--- src/rtl/pipeline_pkg.sv ---
// Shared types, widths and parameter defaults for the pipeline hazard/stop controller.
package pipeline_pkg;

  localparam int unsigned REG_ADDR_W      = 5;
  localparam int unsigned STALL_CNT_W     = 32;
  localparam int unsigned MDU_TIMEOUT_DEF = 40;
  localparam int unsigned STOP_DRAIN_DEF  = 3;

  typedef enum logic [1:0] {
    ST_RUN      = 2'b00,
    ST_MDU_WAIT = 2'b01,
    ST_DRAIN    = 2'b10,
    ST_HALT     = 2'b11
  } state_e;

  // Destination-write info of the instruction currently in EX.
  typedef struct packed {
    logic                  mem_to_reg;
    logic                  rd_we;
    logic [REG_ADDR_W-1:0] rd_addr;
  } ex_wr_t;

  function automatic int unsigned max_u(input int unsigned a, input int unsigned b);
    return (a > b) ? a : b;
  endfunction

endpackage

--- src/rtl/hazard_detect.sv ---
// Combinational load-use detector: EX load writing a register that ID is about to read.
module hazard_detect
  import pipeline_pkg::*;
(
  input  logic [REG_ADDR_W-1:0] i_rs1_addr,
  input  logic [REG_ADDR_W-1:0] i_rs2_addr,
  input  logic                  i_rs1_in_use,
  input  logic                  i_rs2_in_use,
  input  ex_wr_t                i_ex_wr,
  output logic                  o_load_use_c
);

  logic w_ld_valid;
  logic w_rs1_hit;
  logic w_rs2_hit;

  // x0 is hard-wired zero, so a load targeting it never creates a dependency.
  assign w_ld_valid   = i_ex_wr.mem_to_reg & i_ex_wr.rd_we & (i_ex_wr.rd_addr != '0);
  assign w_rs1_hit    = i_rs1_in_use & (i_rs1_addr == i_ex_wr.rd_addr);
  assign w_rs2_hit    = i_rs2_in_use & (i_rs2_addr == i_ex_wr.rd_addr);
  assign o_load_use_c = w_ld_valid & (w_rs1_hit | w_rs2_hit);

endmodule

--- src/rtl/pipeline_ctrl.sv ---
// Pipeline control FSM: load-use stall, branch flush, iterative-divider wait and stop/drain/halt.
// Optional stall-cycle performance counter enabled by defining PIPE_PERF_CNT_EN.
module pipeline_ctrl
  import pipeline_pkg::*;
#(
  parameter int unsigned MDU_TIMEOUT = MDU_TIMEOUT_DEF,
  parameter int unsigned STOP_DRAIN  = STOP_DRAIN_DEF
) (
  input  logic                   clk,
  input  logic                   reset,
  input  logic [REG_ADDR_W-1:0]  id_rs1_addr_i,
  input  logic [REG_ADDR_W-1:0]  id_rs2_addr_i,
  input  logic                   id_rs1_in_use_i,
  input  logic                   id_rs2_in_use_i,
  input  logic                   id_stop_flag_i,
  input  logic                   ex_mem_to_reg_i,
  input  logic                   ex_rd_we_i,
  input  logic [REG_ADDR_W-1:0]  ex_rd_addr_i,
  input  logic                   ex_branch_taken_i,
  input  logic                   ex_mdu_req_i,
  input  logic                   mdu_done_i,
  output logic                   mdu_start_o,
  output logic                   pc_en_o,
  output logic                   if_id_en_o,
  output logic                   if_id_flush_o,
  output logic                   id_ex_flush_o,
  output logic                   ex_hold_o,
  output logic                   halted_o,
  output logic                   mdu_err_o,
  output logic [STALL_CNT_W-1:0] stall_cnt_o
);

  localparam int unsigned CNT_W = $clog2(max_u(MDU_TIMEOUT, STOP_DRAIN) + 1);
  localparam logic [CNT_W-1:0] MDU_LAST   = CNT_W'(MDU_TIMEOUT - 1);
  localparam logic [CNT_W-1:0] DRAIN_LAST = CNT_W'(STOP_DRAIN - 1);

  state_e           r_state;
  state_e           w_state_nxt;
  logic [CNT_W-1:0] r_cnt;
  logic [CNT_W-1:0] w_cnt_nxt;
  logic             r_mdu_err;
  logic             w_mdu_err_set;
  logic             w_load_use;
  ex_wr_t           w_ex_wr;

  assign w_ex_wr.mem_to_reg = ex_mem_to_reg_i;
  assign w_ex_wr.rd_we      = ex_rd_we_i;
  assign w_ex_wr.rd_addr    = ex_rd_addr_i;

  hazard_detect u_hazard_detect (
    .i_rs1_addr   (id_rs1_addr_i),
    .i_rs2_addr   (id_rs2_addr_i),
    .i_rs1_in_use (id_rs1_in_use_i),
    .i_rs2_in_use (id_rs2_in_use_i),
    .i_ex_wr      (w_ex_wr),
    .o_load_use_c (w_load_use)
  );

  always_ff @(posedge clk or negedge reset) begin
    if (!reset) begin
      r_state <= ST_RUN;
    end else begin
      r_state <= w_state_nxt;
    end
  end

  // Shared wait/drain counter; RUN keeps it at zero so both waits start from a clean count.
  always_ff @(posedge clk or negedge reset) begin
    if (!reset) begin
      r_cnt     <= '0;
      r_mdu_err <= 1'b0;
    end else begin
      r_cnt     <= w_cnt_nxt;
      r_mdu_err <= r_mdu_err | w_mdu_err_set;
    end
  end

  // Outputs are forced to the RUN idle pattern while reset is held low.
  always_comb begin
    w_state_nxt   = r_state;
    w_cnt_nxt     = r_cnt;
    w_mdu_err_set = 1'b0;
    mdu_start_o   = 1'b0;
    pc_en_o       = 1'b1;
    if_id_en_o    = 1'b1;
    if_id_flush_o = 1'b0;
    id_ex_flush_o = 1'b0;
    ex_hold_o     = 1'b0;
    halted_o      = 1'b0;
    if (reset) begin
      case (r_state)
        ST_RUN: begin
          w_cnt_nxt = '0;
          if (ex_branch_taken_i) begin
            if_id_flush_o = 1'b1;
            id_ex_flush_o = 1'b1;
          end else if (ex_mdu_req_i) begin
            mdu_start_o = 1'b1;
            ex_hold_o   = 1'b1;
            pc_en_o     = 1'b0;
            if_id_en_o  = 1'b0;
            w_state_nxt = ST_MDU_WAIT;
          end else if (id_stop_flag_i) begin
            w_state_nxt = ST_DRAIN;
          end else if (w_load_use) begin
            pc_en_o       = 1'b0;
            if_id_en_o    = 1'b0;
            id_ex_flush_o = 1'b1;
          end
        end
        ST_MDU_WAIT: begin
          if (mdu_done_i) begin
            w_state_nxt = ST_RUN;
          end else begin
            ex_hold_o  = 1'b1;
            pc_en_o    = 1'b0;
            if_id_en_o = 1'b0;
            if (r_cnt == MDU_LAST) begin
              w_mdu_err_set = 1'b1;
              w_state_nxt   = ST_HALT;
            end else begin
              w_cnt_nxt = r_cnt + CNT_W'(1);
            end
          end
        end
        ST_DRAIN: begin
          pc_en_o       = 1'b0;
          if_id_flush_o = 1'b1;
          if (r_cnt == DRAIN_LAST) begin
            w_state_nxt = ST_HALT;
          end else begin
            w_cnt_nxt = r_cnt + CNT_W'(1);
          end
        end
        ST_HALT: begin
          pc_en_o    = 1'b0;
          if_id_en_o = 1'b0;
          halted_o   = 1'b1;
        end
        default: begin
          w_state_nxt = ST_RUN;
        end
      endcase
    end
  end

  assign mdu_err_o = r_mdu_err;

`ifdef PIPE_PERF_CNT_EN
  logic [STALL_CNT_W-1:0] r_stall_cnt;
  logic                   w_stall;

  assign w_stall = (r_state != ST_HALT) & ~pc_en_o;

  // Saturating count of frozen-PC cycles outside HALT.
  always_ff @(posedge clk or negedge reset) begin
    if (!reset) begin
      r_stall_cnt <= '0;
    end else if (w_stall && (r_stall_cnt != '1)) begin
      r_stall_cnt <= r_stall_cnt + STALL_CNT_W'(1);
    end
  end

  assign stall_cnt_o = r_stall_cnt;
`else
  assign stall_cnt_o = '0;
`endif

endmodule

--- config.mk ---
export PLATFORM = sky130hd
export DESIGN_NAME = pipeline_ctrl
export DESIGN_NICKNAME = d
export VERILOG_FILES = /design/src/rtl/pipeline_pkg.sv /design/src/rtl/hazard_detect.sv /design/src/rtl/pipeline_ctrl.sv
export SDC_FILE = /design/constraint.sdc
export NUM_CORES = 1
export LEC_CHECK = 0
export ABC_AREA = 1
export ABC_CLOCK_PERIOD_IN_PS = 2200
export BUFFER_PORTS_ARGS = -buffer_cell sky130_fd_sc_hd__buf_2
export CAP_MARGIN = 40
export CORE_MARGIN = 5
export CORE_UTILIZATION = 45
export CTS_CLUSTER_DIAMETER = 100
export DETAILED_ROUTE_END_ITERATION = 10
export PLACE_DENSITY = 0.86
export SYNTH_ARGS = -nofsm -noshare
export SYNTH_HDL_FRONTEND = slang
export SYNTH_SLANG_ARGS = --single-unit
--- constraint.sdc ---
create_clock -name clk -period 2.2 [get_ports clk]
set_clock_uncertainty 0.2 [all_clocks]
set_input_delay 0.22 -clock clk [delete_from_list [all_inputs] [get_ports clk]]
set_output_delay 0.22 -clock clk [all_outputs]
set_load 0.01 [all_outputs]
---- After elaboration in Yosys (flattened, before gate mapping) ----
Index checks and enable logic that the tools add are counted.
storage, ports and cells
  word-level logic and storage cells ...... 73
  flip-flop bits (word level) ............. 9
  bits of input ports ..................... 25
  output and inout bits ................... 40
operators by class
  add/sub/neg operators ................... 1
  equal/unequal tests ..................... 14
  bitwise gates (word level) .............. 7
  reduce and logical (&&, ||, !) cells .... 6
  muxes and demuxes ....................... 42
operator list
  operator               count
  $mux W1                27
  $mux W6                3
  $pmux W6 S3            1
  $mux W2                6
  $eq A5 B5 Y1           2
  $ne A2 B2 Y1 const B   5
  $add A6 B1 Y6 const B  1
  $eq A6 B2 Y1 const B   1
  $eq A6 B6 Y1 const B   1
  $ne A3 B3 Y1 const B   2
  $pmux W1 S3            2
  $pmux W2 S3            1
  $reduce_and A6 Y1      1
  $and A1 B1 Y1          5
  $reduce_and A5 Y1      1
  $reduce_bool A5 Y1     1
  $eq A2 B2 Y1 const B   2
  $pmux W1 S2            2
  $reduce_bool A3 Y1     1
  $eq A2 B1 Y1 const B   1
  $logic_not A2 Y1       1
  $or A1 B1 Y1           2
  $reduce_or A2 Y1       1

---- Logic depth before layout (Yosys ltp) ----
  depth in word-level cells ............... 10
  depth in mapped cells ................... 11
  mapped depth without buffers ............ 11

---- By module ----
A second synthesis with hierarchy kept.
second synthesis, totals
  cell total of the unflattened synthesis .. 202
  area, all modules ....................... 1,249.9 µm²
by module, submodules not included
  module         area an instance (µm²)  times used  sequential area each (µm²)  cells each
  pipeline_ctrl  1,032.2                 1           225.2                       147
  hazard_detect  217.7                   1           0.0                         55

---- Worst setup path after synthesis ----
Ideal clock, no wire load.
  path kind ............................... register to register
  start ................................... register r_state[1]
  end ..................................... register r_cnt[1]
  slack ................................... 417 ps
  clock period less this slack ............ 1,783 ps
  required time ........................... 1,876 ps
  library setup time ...................... 124 ps
  data arrival time ....................... 1,459 ps
  stages on the path, launching flop included .. 9
  path buffers ............................ 1
  path through ............................ dfrtp_1 inv_1 ha_1 nand2_1 nand2_1 or2_4 nor3_4 buf_6 o22ai_2
on the way
  cells in the longest elaborated chain, start to end .. 3
  elaborated cells between the ends (all ways) .. 9
  those cells by class .................... eq/ne (5); mux (1); reduce/logical (3)
RTL lines
  what                                                                 line                 text
  from (decl)                                                          pipeline_ctrl.sv:37  state_e r_state;
  from (signal assigned)                                               pipeline_ctrl.sv:63  r_state <= w_state_nxt;
  $eq A2 B2 Y1 (tied with other cells)                                 pipeline_ctrl.sv:91  case (r_state)
  $ne A2 B2 Y1 (no source line) or $reduce_bool A3 Y1 (tied branches)  -
  $reduce_and A5 Y1 (no source line)                                   -
  to (signal assigned)                                                 pipeline_ctrl.sv:73  r_cnt <= w_cnt_nxt;
  to (decl)                                                            pipeline_ctrl.sv:39  logic [CNT_W-1:0] r_cnt;
Parallel ways exist; a longest one is shown, timed or not.
A chain may end at the register's enable or synchronous reset.

---- Worst setup path after layout ----
  start ................................... register r_state[0]
  end ..................................... output id_ex_flush_o
on the way
  cells in the longest elaborated chain, start to end .. 3
RTL lines
  what              line                 text
  $logic_not A2 Y1  pipeline_ctrl.sv:91
  $mux W1           pipeline_ctrl.sv:91
  $mux W1           pipeline_ctrl.sv:90  if (reset) begin
  to (decl)         pipeline_ctrl.sv:26  output logic id_ex_flush_o,
Every way passes these cells.

==> impl_metrics.env <==
export IMPL_dr_pass1_iters=4
export IMPL_pwr_share_seq_pct=26.7
export IMPL_postCtsSetupBuffers=0
export IMPL_antenna_cells=0
export IMPL_ys_types=25
export IMPL_nFillCells=283
export IMPL_synth_top_area_share_pct=19.3
export IMPL_max_stage_delay_ps=430
export IMPL_pwr_share_clk_pct=14.2
export IMPL_core_um2=2710
export IMPL_final_core_util_pct=50.2
export IMPL_crit_top_cell="inv_1"
export IMPL_gp_congestion=0.848
export IMPL_grt_use_met2_pct=19.8
export IMPL_met3_usage_pct=2.16
export IMPL_ff_latch_area_um2=225
export IMPL_drtAntennaViolNets=0
export IMPL_clk_pin_slew_ps=70
export IMPL_route_detailed_drc=0
export IMPL_grt_pass1_wl_mm=3.80
export IMPL_holdCritPathClass="primary input to register"
export IMPL_multi_input_area_um2=768
export IMPL_synth_top_area_cell="buf_4"
export IMPL_num_vias=1132
export IMPL_crit_path_end_kind="primary output"
export IMPL_worstSetupPathType="register to primary output"
export IMPL_first_iter_violations=45
export IMPL_worstPathArrival_ps=1570
export IMPL_die_x_um=62.6
export IMPL_critical_path_top_delay_family="flip-flops"
export IMPL_internal_power_mw=0.466
export IMPL_cp_data_required_time_ps=1780
export IMPL_cap_viol_max_count=0
export IMPL_critPathBufInv=3
export IMPL_area_delta_synth_final_pct=9.25
export IMPL_drive_gt1_share_pct=23.4
export IMPL_synthCells=194
export IMPL_max_vdd_ir_drop_mv=0.532
export IMPL_die_h_um=62.6
export IMPL_ios=65
export IMPL_combinationalPowerShare_pct=59.1
export IMPL_hold_buffers=1
export IMPL_root_buffer="clkbuf_4"
export IMPL_fin_setup_tns_ps=0
export IMPL_numPortBuffers=32
export IMPL_vias_per_cell=4.32
export IMPL_p_leak_nw=0.821
export IMPL_ys_seq_elements=9
export IMPL_path_cells="inv_1, ha_1, inv_1, nor2_1, nand3_1, a21oi_1, buf_2"
export IMPL_period_minus_slack_ps=1990
export IMPL_grt_pass1_vias=942
export IMPL_final_nets=265
export IMPL_status="finished clean"
export IMPL_die_area_um2=3920
export IMPL_crit_fanout=5
export IMPL_routed_wl_mm=2.40
export IMPL_rsz0062_at_grt="no"
export IMPL_cts_tree="done"
export IMPL_grt_max_degree=13
export IMPL_wl_per_cell_um=9.18
export IMPL_setup_violations_final=0
export IMPL_rows=19
export IMPL_p_switching_mw=0.444
export IMPL_clock_latency_ps=260
export IMPL_fmax_ghz=0.503
export IMPL_met1_usage_pct=13.2
export IMPL_post_route_period_util_pct=90.3
export IMPL_busiest_layer="met2"
export IMPL_h_tree_depth=1
export IMPL_yosys_top_cells_area="buf_4 19%, dfrtp_1 18%, nand2_1 14%"
export IMPL_numCtsBuffers=3
export IMPL_cp_slowest_cell="dfrtp_1"
export IMPL_ys_warn_count=0
export IMPL_syn_area_per_cell_um2=6.42
export IMPL_gr_total_overflow=0
export IMPL_start_kind="register"
export IMPL_seq_area_frac_synth_pct=18.1
export IMPL_slew_violations=0
export IMPL_p_per_area_nw_per_um2=669
export IMPL_cts_buffer_depth=2
export IMPL_antenna_found_initial=0
export IMPL_grtUsageTotal_pct=11.3
export IMPL_clock_sinks=9
export IMPL_syn_area_um2=1240
export IMPL_hold_violations=0
export IMPL_p_sw_share_pct=48.8
export IMPL_cts_resized=0
export IMPL_initial_core_util_pct=45.9
export IMPL_place_hpwl_mm=2.12
[state kept, by name, summed over array words and instances, names as in the netlist]
signal	cells
r_cnt	6
r_state	2
mdu_err_o	1
[synthesized netlist by cell type]
cell      number
nand2_1       48
buf_4         32
inv_1         29
nor2_1        22
dfrtp_1        9
ha_1           8
a21oi_1        7
nand3_1        7
nand4_1        5
o21ai_2        5
nand2_2        4
xor2_1         3
inv_2          2
o21ai_1        2
buf_6          1
conb_1         1
nor2_2         1
nor2_4         1
nor3_1         1
nor3_4         1
o21ai_0        1
o21bai_1       1
o22ai_2        1
or2_2          1
or2_4          1
[per-layer routing]
metal | routed length, um | vias to the layer above
met2 | 1170 | 37
met4 | 37 | 0
met5 | 0 | -
li1 | - | 599
met3 | 181 | 6
met1 | 1020 | 490
[layout make-up]
| type | instances | area share [%] |
|---|---|---|
| clock buffers | 4 | 1.93 |
| inverters | 31 | 8.56 |
| multi-input cells | 152 | 56.5 |
| flip-flops and latches | 9 | 16.6 |
| well taps | 31 | 2.85 |
| repair buffers | 35 | 13.6 |
[tightest hold or removal path: cells and delay by family]
family / cells / cell delay (ps)
buf+inv: 1 / 110
compound gates: 2 / 200
[power groups by stage]
stage	logic [mW]	clock network [mW]	registers, mW
2_1_floorplan	0.449	0	0.235
3_3_place_gp	0.530	0	0.240
3_5_place_dp	0.534	0	0.248
4_1_cts	0.539	0.131	0.243
5_1_grt	0.604	0.140	0.252
6_report	0.537	0.129	0.243
[worst paths after layout]
kind	startpoint	end	cells after the start	slack (ps)
worst max-delay path	r_state[0]	id_ex_flush_o	7	210
worst min-delay path	ex_mdu_req_i	r_state[0]	3	110
worst max register to register	r_state[1]	r_cnt[1]	9	240
worst min register to register	mdu_err_o	mdu_err_o	1	280
max in group asynchronous	reset	r_cnt[5]	3	1400
min in group asynchronous	reset	mdu_err_o	3	250
[kinds of logic after synthesis]
family | Yosys count | synth area share, %
XOR/XNOR | 3 | 2.11
buffers and inverters | 64 | 29.5
AND/OR/NAND/NOR | 92 | 32.8
AO/OA/AOI/OAI | 17 | 9.14
flip-flops | 9 | 18.1
other | 1 | 0.301
adder cells (fa/ha/maj) | 8 | 8.04
[cell usage in the layout, fill, tap and decap left out, types with 2 or more instances in the layout]
| master | n |
|---|---|
| nand2_1 | 48 |
| a21oi_1 | 7 |
| dfrtp_1 | 9 |
| ha_1 | 8 |
| inv_1 | 29 |
| buf_4 | 2 |
| nand2_2 | 4 |
| xor2_1 | 3 |
| nor2_1 | 22 |
| o21ai_2 | 5 |
| inv_2 | 2 |
| conb_1 | 32 |
| o21ai_1 | 2 |
| clkbuf_4 | 3 |
| buf_2 | 32 |
| nand3_1 | 7 |
| nand4_1 | 5 |
[stage by stage]
| stage | total power, mW | instances | setup slack (ps) | hold WS (ps) | area [um^2] |
|---|---|---|---|---|---|
| global route | 0.996 | 262 | 80.6 | 132 | 1360 |
| CTS | 0.913 | 262 | 219 | 113 | 1360 |
| detailed placement | 0.781 | 257 | 257 | -11.0 | 1320 |
| global placement | 0.770 | 257 | 347 | -10.1 | 1320 |
| finish | 0.910 | 262 | 213 | 109 | 1360 |
| floorplan | 0.685 | 225 | 417 | -276 | 1360 |
No activity file was read; power rests on OpenSTA's default activity.
